--- src/rtl/i2c_pkg.sv ---
// Shared I2C slave definitions: state encodings used by the read-byte,
// ACK and write-byte stages, plus default widths for the byte receiver.
package i2c_pkg;

  localparam int unsigned DEFAULT_BYTE_WIDTH   = 8;
  localparam int unsigned DEFAULT_FILTER_DEPTH = 3;

  localparam logic [1:0] ST_IDLE = 2'd0;
  localparam logic [1:0] ST_RECV = 2'd1;
  localparam logic [1:0] ST_DONE = 2'd2;

endpackage

--- src/rtl/i2c_line_filter.sv ---
// Single-line glitch filter: the output follows the input only after DEPTH
// consecutive samples disagree with the current output. Resets to 1 (idle bus).
module i2c_line_filter
  import i2c_pkg::*;
#(
  parameter int unsigned DEPTH = DEFAULT_FILTER_DEPTH
) (
  input  logic clock,
  input  logic reset_n,
  input  logic line_in,
  output logic line_out
);

  localparam int unsigned CW = (DEPTH < 2) ? 1 : $clog2(DEPTH + 1);

  logic [CW-1:0] run;

  // Count consecutive differing samples; commit the new level on the DEPTH-th.
  always_ff @(posedge clock or negedge reset_n) begin
    if (!reset_n) begin
      line_out <= 1'b1;
      run      <= '0;
    end else if (line_in == line_out) begin
      run <= '0;
    end else if (run == CW'(DEPTH - 1)) begin
      line_out <= line_in;
      run      <= '0;
    end else begin
      run <= run + 1'b1;
    end
  end

endmodule

--- src/rtl/i2c_slave_read_byte.sv ---
// Slave-side byte receiver: shifts BYTE_WIDTH bits MSB first on scl rising
// edges, pulses finish with the completed byte, and pulses abort when a
// START/STOP appears mid-byte.
// Optional input glitch filtering: define I2C_SLAVE_GLITCH_FILTER_EN.
module i2c_slave_read_byte
  import i2c_pkg::*;
#(
  parameter int unsigned BYTE_WIDTH   = DEFAULT_BYTE_WIDTH,
  parameter int unsigned FILTER_DEPTH = DEFAULT_FILTER_DEPTH
) (
  input  logic                  clock,
  input  logic                  reset_n,
  input  logic                  go,
  input  logic                  scl,
  input  logic                  sda,
  output logic [BYTE_WIDTH-1:0] data,
  output logic                  finish,
  output logic                  abort,
  output logic                  busy
);

  localparam int unsigned CW = $clog2(BYTE_WIDTH);
  localparam logic [CW-1:0] LAST_BIT = CW'(BYTE_WIDTH - 1);

  logic                  scl_use;
  logic                  sda_use;
  logic                  scl_prev;
  logic                  sda_prev;
  logic                  scl_rise;
  logic                  cond;
  logic [1:0]            state;
  logic [CW-1:0]         cnt;
  logic [BYTE_WIDTH-1:0] shift_reg;
  logic [BYTE_WIDTH-1:0] shift_next;

`ifdef I2C_SLAVE_GLITCH_FILTER_EN
  i2c_line_filter #(.DEPTH(FILTER_DEPTH)) u_scl_filter (
    .clock    (clock),
    .reset_n  (reset_n),
    .line_in  (scl),
    .line_out (scl_use)
  );

  i2c_line_filter #(.DEPTH(FILTER_DEPTH)) u_sda_filter (
    .clock    (clock),
    .reset_n  (reset_n),
    .line_in  (sda),
    .line_out (sda_use)
  );
`else
  assign scl_use = scl;
  assign sda_use = sda;
`endif

  // Line history for edge and START/STOP detection, tracked in every state.
  always_ff @(posedge clock or negedge reset_n) begin
    if (!reset_n) begin
      scl_prev <= 1'b0;
      sda_prev <= 1'b0;
    end else begin
      scl_prev <= scl_use;
      sda_prev <= sda_use;
    end
  end

  assign scl_rise   = !scl_prev && scl_use;
  assign cond       = scl_prev && scl_use && (sda_prev != sda_use);
  assign shift_next = {shift_reg[BYTE_WIDTH-2:0], sda_use};
  assign busy       = (state == ST_RECV);

  // Receive FSM: go drop beats START/STOP, which beats bit sampling.
  always_ff @(posedge clock or negedge reset_n) begin
    if (!reset_n) begin
      state     <= ST_IDLE;
      cnt       <= '0;
      shift_reg <= '0;
      data      <= '0;
      finish    <= 1'b0;
      abort     <= 1'b0;
    end else begin
      finish <= 1'b0;
      abort  <= 1'b0;
      case (state)
        ST_IDLE: begin
          if (go) begin
            state <= ST_RECV;
            cnt   <= '0;
          end
        end
        ST_RECV: begin
          if (!go) begin
            state <= ST_IDLE;
            cnt   <= '0;
          end else if (cond) begin
            abort <= 1'b1;
            state <= ST_IDLE;
            cnt   <= '0;
          end else if (scl_rise) begin
            shift_reg <= shift_next;
            if (cnt == LAST_BIT) begin
              // Load the byte including the bit sampled on this edge.
              data   <= shift_next;
              finish <= 1'b1;
              state  <= ST_DONE;
              cnt    <= '0;
            end else begin
              cnt <= cnt + 1'b1;
            end
          end
        end
        ST_DONE: begin
          cnt   <= '0;
          state <= go ? ST_RECV : ST_IDLE;
        end
        default: begin
          state <= ST_IDLE;
          cnt   <= '0;
        end
      endcase
    end
  end

endmodule

--- config.mk ---
export PLATFORM = sky130hd
export DESIGN_NAME = i2c_slave_read_byte
export DESIGN_NICKNAME = d
export VERILOG_FILES = /design/src/rtl/i2c_pkg.sv /design/src/rtl/i2c_line_filter.sv /design/src/rtl/i2c_slave_read_byte.sv
export SDC_FILE = /design/constraint.sdc
export NUM_CORES = 1
export LEC_CHECK = 0
export ABC_AREA = 1
export CAP_MARGIN = 20
export CORE_MARGIN = 3
export CORE_UTILIZATION = 35
export CTS_CLUSTER_DIAMETER = 60
export DETAILED_ROUTE_END_ITERATION = 6
export HOLD_SLACK_MARGIN = 0.08
export SLEW_MARGIN = 20
export SYNTH_ARGS = -nofsm -noshare
export SYNTH_HDL_FRONTEND = slang
export SYNTH_SLANG_ARGS = --single-unit
--- constraint.sdc ---
create_clock -name clock -period 3.55 [get_ports clock]
set_clock_uncertainty 0.05 [all_clocks]
set_input_delay 0.8875 -clock clock [delete_from_list [all_inputs] [get_ports clock]]
set_output_delay 0.8875 -clock clock [all_outputs]
set_load 0.1 [all_outputs]
==> results.json <==
{
  "dp_slack_ns": 1.16,
  "async_reset_ff_frac": 1.00,
  "fillers": 285,
  "whs_ns": 0.444,
  "synthMuxAreaShare": 0,
  "netlist_area_mm2": 0.00103,
  "worst_path_most_repeated_cell": "inv_1",
  "grt_pass1_wl_um": 3120,
  "ys.flop_type": "dfrtp_1",
  "drt_pre_antenna_iters": 4,
  "instances_no_fill": 156,
  "hold_viol_final": 0,
  "gp_congestion": 0.737,
  "status": "completed",
  "cts-htree-levels": 1,
  "worst-path-max-fanout": 3,
  "grt_usage": 0.114,
  "io_buffers": 15,
  "grt_max_degree": 25,
  "synth_enable_flop_cells": 0,
  "dieArea_mm2": 0.00363,
  "cts_inserted_buffers": 3,
  "drive_gt1_frac": 0.192,
  "clk_path_buf_depth": 2,
  "syn_area_per_cell_um2": 9.62,
  "reg2reg_slack_ns": 2.03,
  "synth_compound_area_frac": 0.0911,
  "r2r-end": "cnt[0]",
  "cellLeakagePower_nw": 0.666,
  "drv_cap": 0,
  "clk_pin_slew_ns": 0.13,
  "rows": 19,
  "yosys.area_share.simple": 0.224,
  "nNetsFinal": 133,
  "cp-start-kind": "register",
  "core_mm2": 0.00278,
  "initial_core_util": 0.370,
  "post_dp_cell_area_mm2": 0.00118,
  "report.final.slew_viol_count": 0,
  "worstHoldStart": "cnt[2]",
  "die_h_um": 60.2,
  "synth_seq_cells": 24,
  "final-setup-viol-count": 0,
  "cts-resized-gates": 0,
  "worstPathArrival_ns": 1.27,
  "end_kind": "primary output",
  "clock.fmax_mhz": 453,
  "vias": 714,
  "cts_hold_buf": 0,
  "viasPerCell": 4.58,
  "period_share": 0.623,
  "ioPinCount": 16,
  "ys_types": 20,
  "hpwl_um": 1330,
  "cts_tree": "done",
  "grt_setup_unrepaired": "no",
  "synth_nets": 114,
  "yosysWarnings": 0,
  "hp-class": "reg -> reg",
  "r2r_start": "cnt[0]",
  "tns_ns": 0,
  "avgRoutedWirePerCell_um": 11.7,
  "power_density_mw_per_mm2": 656,
  "tightest_slew_ns": 0.317,
  "syn2layout_area_growth_pct": 19.6,
  "finalCriticalPeriod_ns": 2.21,
  "ys_seq_area_frac": 0.583,
  "slowest_delay_ns": 0.41,
  "antenna_left": 0,
  "antenna_found_initial": 0,
  "worstPathCellList": "inv_1, nand2_2, inv_1, buf_4",
  "final_common_cell": "nand2_1",
  "crit_required_ns": 2.61,
  "final_cell_mix": "nand2_1 (25), dfrtp_1 (24), inv_1 (15)",
  "chipWidth_um": 60.2,
  "drt_iter0_drc": 17,
  "synthAdderAreaFrac": 0.0243,
  "dpl.cell_count": 152,
  "synth-xor-area-share": 0,
  "reg2reg_depth": 7,
  "clock_sinks": 24,
  "totalWireLength_um": 1830,
  "hold_end": "cnt[2]",
  "synth_top_family_by_area": "simple AND/OR/NAND/NOR gates",
  "finish.instance_area_mm2": 0.00123,
  "slew_headroom": 0.789,
  "vdd_drop_max_mv": 0.384,
  "cp_slowest_cell": "dfrtp_1",
  "grt_pass1_vias": 721,
  "insertion_delay_ns": 0.31,
  "largest_reg_flops": 8,
  "post_cts_buffers": 0,
  "grt-ovfl-total": 0,
  "worstHoldPathCells": 2,
  "n_antenna_cell": 0,
  "post-route-worst-setup-slack_ns": 1.34,
  "critical_path_class": "reg -> out",
  "root_buffer": "clkbuf_4",
  "drc": 0,
  "netlist_instances": 107
}
## cell usage after synthesis (2+ instances only)
cell type | instances | area [um2]
nor3_1 | 2 | 10.0
nor2_2 | 2 | 12.5
inv_1 | 15 | 56.3
nor2_1 | 9 | 33.8
dfrtp_1 | 24 | 601
nor2_8 | 2 | 40.0
a21oi_1 | 6 | 30.0
o21ai_0 | 8 | 40.0
nand3_1 | 3 | 15.0
nand2_1 | 25 | 93.8
ha_1 | 2 | 25.0
## power breakdown
part	leakage (nW)	internal [mW]	switching (mW)	total [mW]
Clock	0.0279	0.114	0.0826	0.197
Combinational	0.325	0.0702	0.178	0.248
Sequential	0.313	0.328	0.0347	0.363
## worst max path at each step
stage,start,endpoint,depth (start not counted)
floorplan,state[1],busy,3
global placement,scl,data[6],7
detailed placement,scl,data[5],7
CTS,state[1],busy,4
global route,state[1],busy,4
finish,state[1],busy,4
## worst max-delay path: cells and delay by family (launching register included)
kind,cells,cell delay (ns)
buffers and inverters,3,0.44
DFF,1,0.41
and+or+nand+nor,1,0.11
## per-stage QoR
| stage | total power, mW | util |
|---|---|---|
| after floorplan | 0.557 | - |
| after global placement | 0.611 | 0.424 |
| after detailed placement | 0.619 | 0.424 |
| after CTS | 0.819 | 0.443 |
| after global routing | 0.856 | 0.443 |
| final | 0.808 | 0.443 |
## layer usage
layer / routed length (um) / track usage / up-vias
met5: 0 / 0 / -
met4: 0 / 0.0190 / 0
met3: 84 / 0.0410 / 0
met2: 850 / 0.191 / 12
met1: 897 / 0.143 / 334
li1: - / - / 368
## logic make-up after synthesis
kind of cell / after synthesis
simple gates: 46
flops: 24
buf+inv: 18
compound gates: 17
fa+ha+maj: 2
## area by class of cell
type | instances | area (um2) | share of cell area
flip-flops and latches | 24 | 601 | 0.488
multi-input cells | 65 | 349 | 0.284
repair buffers | 16 | 130 | 0.106
inverters | 16 | 60.1 | 0.0488
well taps | 31 | 38.8 | 0.0315
clock inverters | 1 | 30.0 | 0.0244
clock buffers | 3 | 22.5 | 0.0183
Power figures use the tool's default switching activity.
